[src/rtl/reg_bank_pkg.sv]
// Shared constants, address-width helper and pending-vector type for the register bank.
package reg_bank_pkg;

    localparam int unsigned DefDataW = 16;
    localparam int unsigned DefDepth = 8;

    // Width of an address that selects one of 'depth' registers.
    function automatic int unsigned addr_w(int unsigned depth);
        return (depth > 1) ? $clog2(depth) : 1;
    endfunction

    typedef logic [DefDepth-1:0] pending_vec_t;

endpackage

[src/rtl/reg_bank_scoreboard.sv]
// Per-register pending scoreboard: reserve sets, write clears, sticky error on double reserve.
module reg_bank_scoreboard
    import reg_bank_pkg::*;
#(
    parameter int unsigned DEPTH    = DefDepth,
    parameter int unsigned ADDR_W   = addr_w(DEPTH),
    parameter bit          ZERO_REG = 1'b1
) (
    input  logic              clk,
    input  logic              reset,
    input  logic              wr_en,
    input  logic [ADDR_W-1:0] wr_addr,
    input  logic              rsv_en,
    input  logic [ADDR_W-1:0] rsv_addr,
    output logic [DEPTH-1:0]  pending,
    output logic              rsv_err
);

    logic [DEPTH-1:0] pending_q, pending_d;
    logic             err_q, err_d;
    logic             wr_ok, rsv_ok;

    assign wr_ok  = wr_en && !(ZERO_REG && wr_addr == '0);
    assign rsv_ok = rsv_en && !(ZERO_REG && rsv_addr == '0);

    // Clear before set so a same-edge write and reserve leave the register pending.
    always_comb begin
        pending_d = pending_q;
        err_d     = err_q;
        if (wr_ok) begin
            pending_d[wr_addr] = 1'b0;
        end
        if (rsv_ok) begin
            if (pending_q[rsv_addr]) begin
                err_d = 1'b1;
            end
            pending_d[rsv_addr] = 1'b1;
        end
    end

    always_ff @(posedge clk) begin
        if (reset) begin
            pending_q <= '0;
            err_q     <= 1'b0;
        end else begin
            pending_q <= pending_d;
            err_q     <= err_d;
        end
    end

    assign pending = pending_q;
    assign rsv_err = err_q;

endmodule

[src/rtl/reg_bank_param.sv]
// Parametrised register bank: one write port, two registered read ports, pending scoreboard.
// Optional macro REG_BANK_BYPASS_EN forwards same-edge write data into the read ports.
module reg_bank_param
    import reg_bank_pkg::*;
#(
    parameter int unsigned DATA_W   = DefDataW,
    parameter int unsigned DEPTH    = DefDepth,
    parameter bit          ZERO_REG = 1'b1,
    localparam int unsigned ADDR_W  = addr_w(DEPTH)
) (
    input  logic              clk,
    input  logic              reset,
    input  logic              wr_en,
    input  logic [ADDR_W-1:0] wr_addr,
    input  logic [DATA_W-1:0] wr_data,
    input  logic              rsv_en,
    input  logic [ADDR_W-1:0] rsv_addr,
    input  logic              rd_en,
    input  logic [ADDR_W-1:0] rda_sel,
    input  logic [ADDR_W-1:0] rdb_sel,
    output logic [DATA_W-1:0] reg_a,
    output logic [DATA_W-1:0] reg_b,
    output logic              a_pending,
    output logic              b_pending,
    output logic              rsv_err
);

    logic [DEPTH-1:0][DATA_W-1:0] regs_q;
    logic [DEPTH-1:0]             pending;
    logic                         wr_ok;

    logic [ADDR_W-1:0] rd_sel  [2];
    logic [DATA_W-1:0] rd_data [2];
    logic              rd_pend [2];

    logic [DATA_W-1:0] reg_a_q, reg_b_q;
    logic              a_pend_q, b_pend_q;

    reg_bank_scoreboard #(
        .DEPTH    (DEPTH),
        .ADDR_W   (ADDR_W),
        .ZERO_REG (ZERO_REG)
    ) u_scoreboard (
        .clk      (clk),
        .reset    (reset),
        .wr_en    (wr_en),
        .wr_addr  (wr_addr),
        .rsv_en   (rsv_en),
        .rsv_addr (rsv_addr),
        .pending  (pending),
        .rsv_err  (rsv_err)
    );

    assign wr_ok = wr_en && !(ZERO_REG && wr_addr == '0);

    always_ff @(posedge clk) begin
        if (reset) begin
            regs_q <= '0;
        end else if (wr_ok) begin
            regs_q[wr_addr] <= wr_data;
        end
    end

    assign rd_sel[0] = rda_sel;
    assign rd_sel[1] = rdb_sel;

    always_comb begin
        for (int p = 0; p < 2; p++) begin
            rd_data[p] = regs_q[rd_sel[p]];
            rd_pend[p] = pending[rd_sel[p]];
`ifdef REG_BANK_BYPASS_EN
            if (wr_en && wr_addr == rd_sel[p]) begin
                rd_data[p] = wr_data;
                rd_pend[p] = rsv_en && rsv_addr == rd_sel[p];
            end
`endif
            // R0 reads as zero regardless of forwarding.
            if (ZERO_REG && rd_sel[p] == '0) begin
                rd_data[p] = '0;
                rd_pend[p] = 1'b0;
            end
        end
    end

    always_ff @(posedge clk) begin
        if (reset) begin
            reg_a_q  <= '0;
            reg_b_q  <= '0;
            a_pend_q <= 1'b0;
            b_pend_q <= 1'b0;
        end else if (rd_en) begin
            reg_a_q  <= rd_data[0];
            reg_b_q  <= rd_data[1];
            a_pend_q <= rd_pend[0];
            b_pend_q <= rd_pend[1];
        end
    end

    assign reg_a     = reg_a_q;
    assign reg_b     = reg_b_q;
    assign a_pending = a_pend_q;
    assign b_pending = b_pend_q;

endmodule
[config.mk]
export PLATFORM = sky130hd
export DESIGN_NAME = reg_bank_param
export DESIGN_NICKNAME = d
export VERILOG_FILES = /design/src/rtl/reg_bank_pkg.sv /design/src/rtl/reg_bank_scoreboard.sv /design/src/rtl/reg_bank_param.sv
export SDC_FILE = /design/constraint.sdc
export NUM_CORES = 1
export LEC_CHECK = 0
export CORE_UTILIZATION = 30
export DETAILED_ROUTE_END_ITERATION = 8
export GPL_ROUTABILITY_DRIVEN = 0
export PLACE_DENSITY = 0.6
export SLEW_MARGIN = 10
export SYNTH_ARGS = -nofsm -noshare
export SYNTH_HDL_FRONTEND = slang
export SYNTH_HIERARCHICAL = 1
export SYNTH_SLANG_ARGS = --single-unit
[constraint.sdc]
create_clock -name clk -period 1.4 [get_ports clk]
set_input_delay 0.28 -clock clk [delete_from_list [all_inputs] [get_ports clk]]
set_output_delay 0.28 -clock clk [all_outputs]
set_load 0.01 [all_outputs]
==> flow_summary.json <==
{
  "drt_wl_total_mm": 25.0,
  "insertion_delay_ns": 0.43,
  "start_kind": "flip-flop",
  "io_pins": 68,
  "grt_overflow": 0,
  "post_cts_buffers": 0,
  "fmax_mhz": 729,
  "netlist_instances": 886,
  "grt_max_degree": 62,
  "min_period_ns": 1.37,
  "fin_ws_ns": 0.0284,
  "reg2reg_slack_ns": 0.15,
  "arrival_ns": 1.09,
  "final_nets": 1019,
  "r2r_start": "u_scoreboard/pending[5]",
  "num_vias": 6990,
  "hp-start": "reset",
  "critPathMaxFanout": 2,
  "preCtsSetupSlack_ns": -0.482,
  "root_buffer": "clkbuf_16",
  "yosys_warnings": 6,
  "placed_area_sq_mm": 0.00897,
  "numCtsBuffers": 17,
  "syn-num-nets": 919,
  "holdPathStages": 3,
  "cts_htree_levels": 4,
  "maxSlewHeadroom_pct": 75.0,
  "antenna_cells": 0,
  "p_leak_nw": 3.68,
  "clockBufferDepth": 2,
  "die_w_um": 158,
  "start_util_pct": 30.9,
  "rsz0062_at_grt": "no",
  "cp_top_family": "flip-flops",
  "final_cell_mix": "252 x nand2_1, 149 x dfxtp_1, 133 x a21oi_1, 66 x mux2_2, 61 x buf_4",
  "cts_tree": "yes",
  "endpoint_kind": "output port",
  "setup_viol": 0,
  "coreArea_sq_mm": 0.0238,
  "critPathKind": "flip-flop to output port",
  "n_fill_cell": 2344,
  "fin_area_sq_mm": 0.00962,
  "syn_area_sq_mm": 0.00734,
  "powerDensity_mw_per_mm2": 1130,
  "dr.pass1.iters": 5,
  "hold_path.class": "primary input to flip-flop",
  "drv_slew": 0,
  "slowest_stage": "dfxtp_1",
  "antenna_found_initial": 0,
  "grtUsageTotal_pct": 20.3,
  "crit_chain": "clkdlybuf4s15_1",
  "detail_route.wl_per_cell_um": 19.0,
  "drt_iter0_drc": 535,
  "portBuffers": 67,
  "path_clk_slew_ns": 0.06,
  "layout_commonest_cell": "nand2_1",
  "syn_to_final_growth_pct": 31.1,
  "die_h_um": 158,
  "max_cap_violations": 0,
  "final_layout_size_suffix_gt1_share_pct": 20.7,
  "vias_per_cell": 5.30,
  "r2r-end": "a_pending",
  "ir_drop_mv": 0.739,
  "status": "finished clean",
  "hold_path_end": "regs_q[113]",
  "min_period_over_period_pct": 98.0,
  "critical_path_required_ns": 1.12,
  "fp-row-count": 56,
  "tightest_slew_ns": 0.373,
  "finalHoldWorstSlack_ns": 0.359,
  "holdBufCountCts": 0,
  "dpl.hpwl_mm": 16.7,
  "drtAntennaViolNets": 0,
  "critPathMaxStageDelay_ns": 0.40,
  "grt_pass1_wl_mm": 37.6,
  "path_buf_inv": 1,
  "avgSynthCellArea_sq_um": 8.28,
  "cts_sinks": 154,
  "ff2ff_path_depth": 3,
  "finClkSkew_ns": 0.00575,
  "fin_util_pct": 40.5,
  "finalHoldViolCount": 0,
  "grt_pass1_vias": 6461,
  "die-area_sq_mm": 0.0251,
  "drc": 0
}
## flip-flops by register name, indices dropped and copies added (netlist names)
name,cells
reg_b,16
u_scoreboard/rsv_err,1
u_scoreboard/pending,7
b_pending,1
a_pending,1
reg_a,16
regs_q,112
## through the flow
step | total power [mW] | instances | setup TNS, ns
3_3_place_gp | 5.99 | 1285 | -45.60
4_1_cts | 10.9 | 1317 | 0
3_5_place_dp | 6.00 | 1285 | -48.02
5_1_grt | 11.2 | 1318 | 0
6_report | 10.8 | 1318 | 0
2_1_floorplan | 5.32 | 886 | 0
## area by class of cell
class                           instances  area [sq um]  area share (%)
Multi-Input combinational cell        659          3920            40.8
Timing Repair Buffer                  152          1570            16.4
Inverter                                2          7.51          0.0780
Clock inverter                         12           170            1.77
Sequential cell                       154          3090            32.1
Tap cell                              319           399            4.15
Clock buffer                           20           457            4.75
## worst max path at each step
stage                     startpoint       end  slack [ns]  cells past startpoint
after CTS                   reg_b[6]  reg_b[6]       0.002                      1
after global placement    rda_sel[2]  reg_a[3]       -0.45                      6
after floorplan           rda_sel[0]  reg_a[0]        0.02                      5
after global routing        reg_a[1]  reg_a[1]      0.0001                      1
after detailed placement  rda_sel[2]  reg_a[4]       -0.48                      6
final                       reg_a[4]  reg_a[4]        0.03                      1
## what timing repair did
action | in CTS | in global routing
pin swaps | 0 | 1
cloned | 0 | 1
resized for setup | 44 | 20
endpoints found under the setup margin | 47 | 29
## per-layer routing
layer | part of all wire, % | track usage [%] | vias up
li1 | - | - | 3321
met1 | 46 | 27.6 | 3377
met2 | 45 | 31.6 | 250
met3 | 6.5 | 3.67 | 42
met4 | 3.0 | 8.33 | 0
met5 | 0 | 0 | -
## where the power goes
part | internal (mW) | switching, mW
Sequential | 4.51 | 0.102
Clock | 3.07 | 1.88
Combinational | 0.578 | 0.700
## tightest hold or removal path, stage by stage
cell	delay, ns
buf_4	0.15
buf_12	0.18
a21oi_1	0.12
Note: power is estimated with default switching activity, not from simulation.
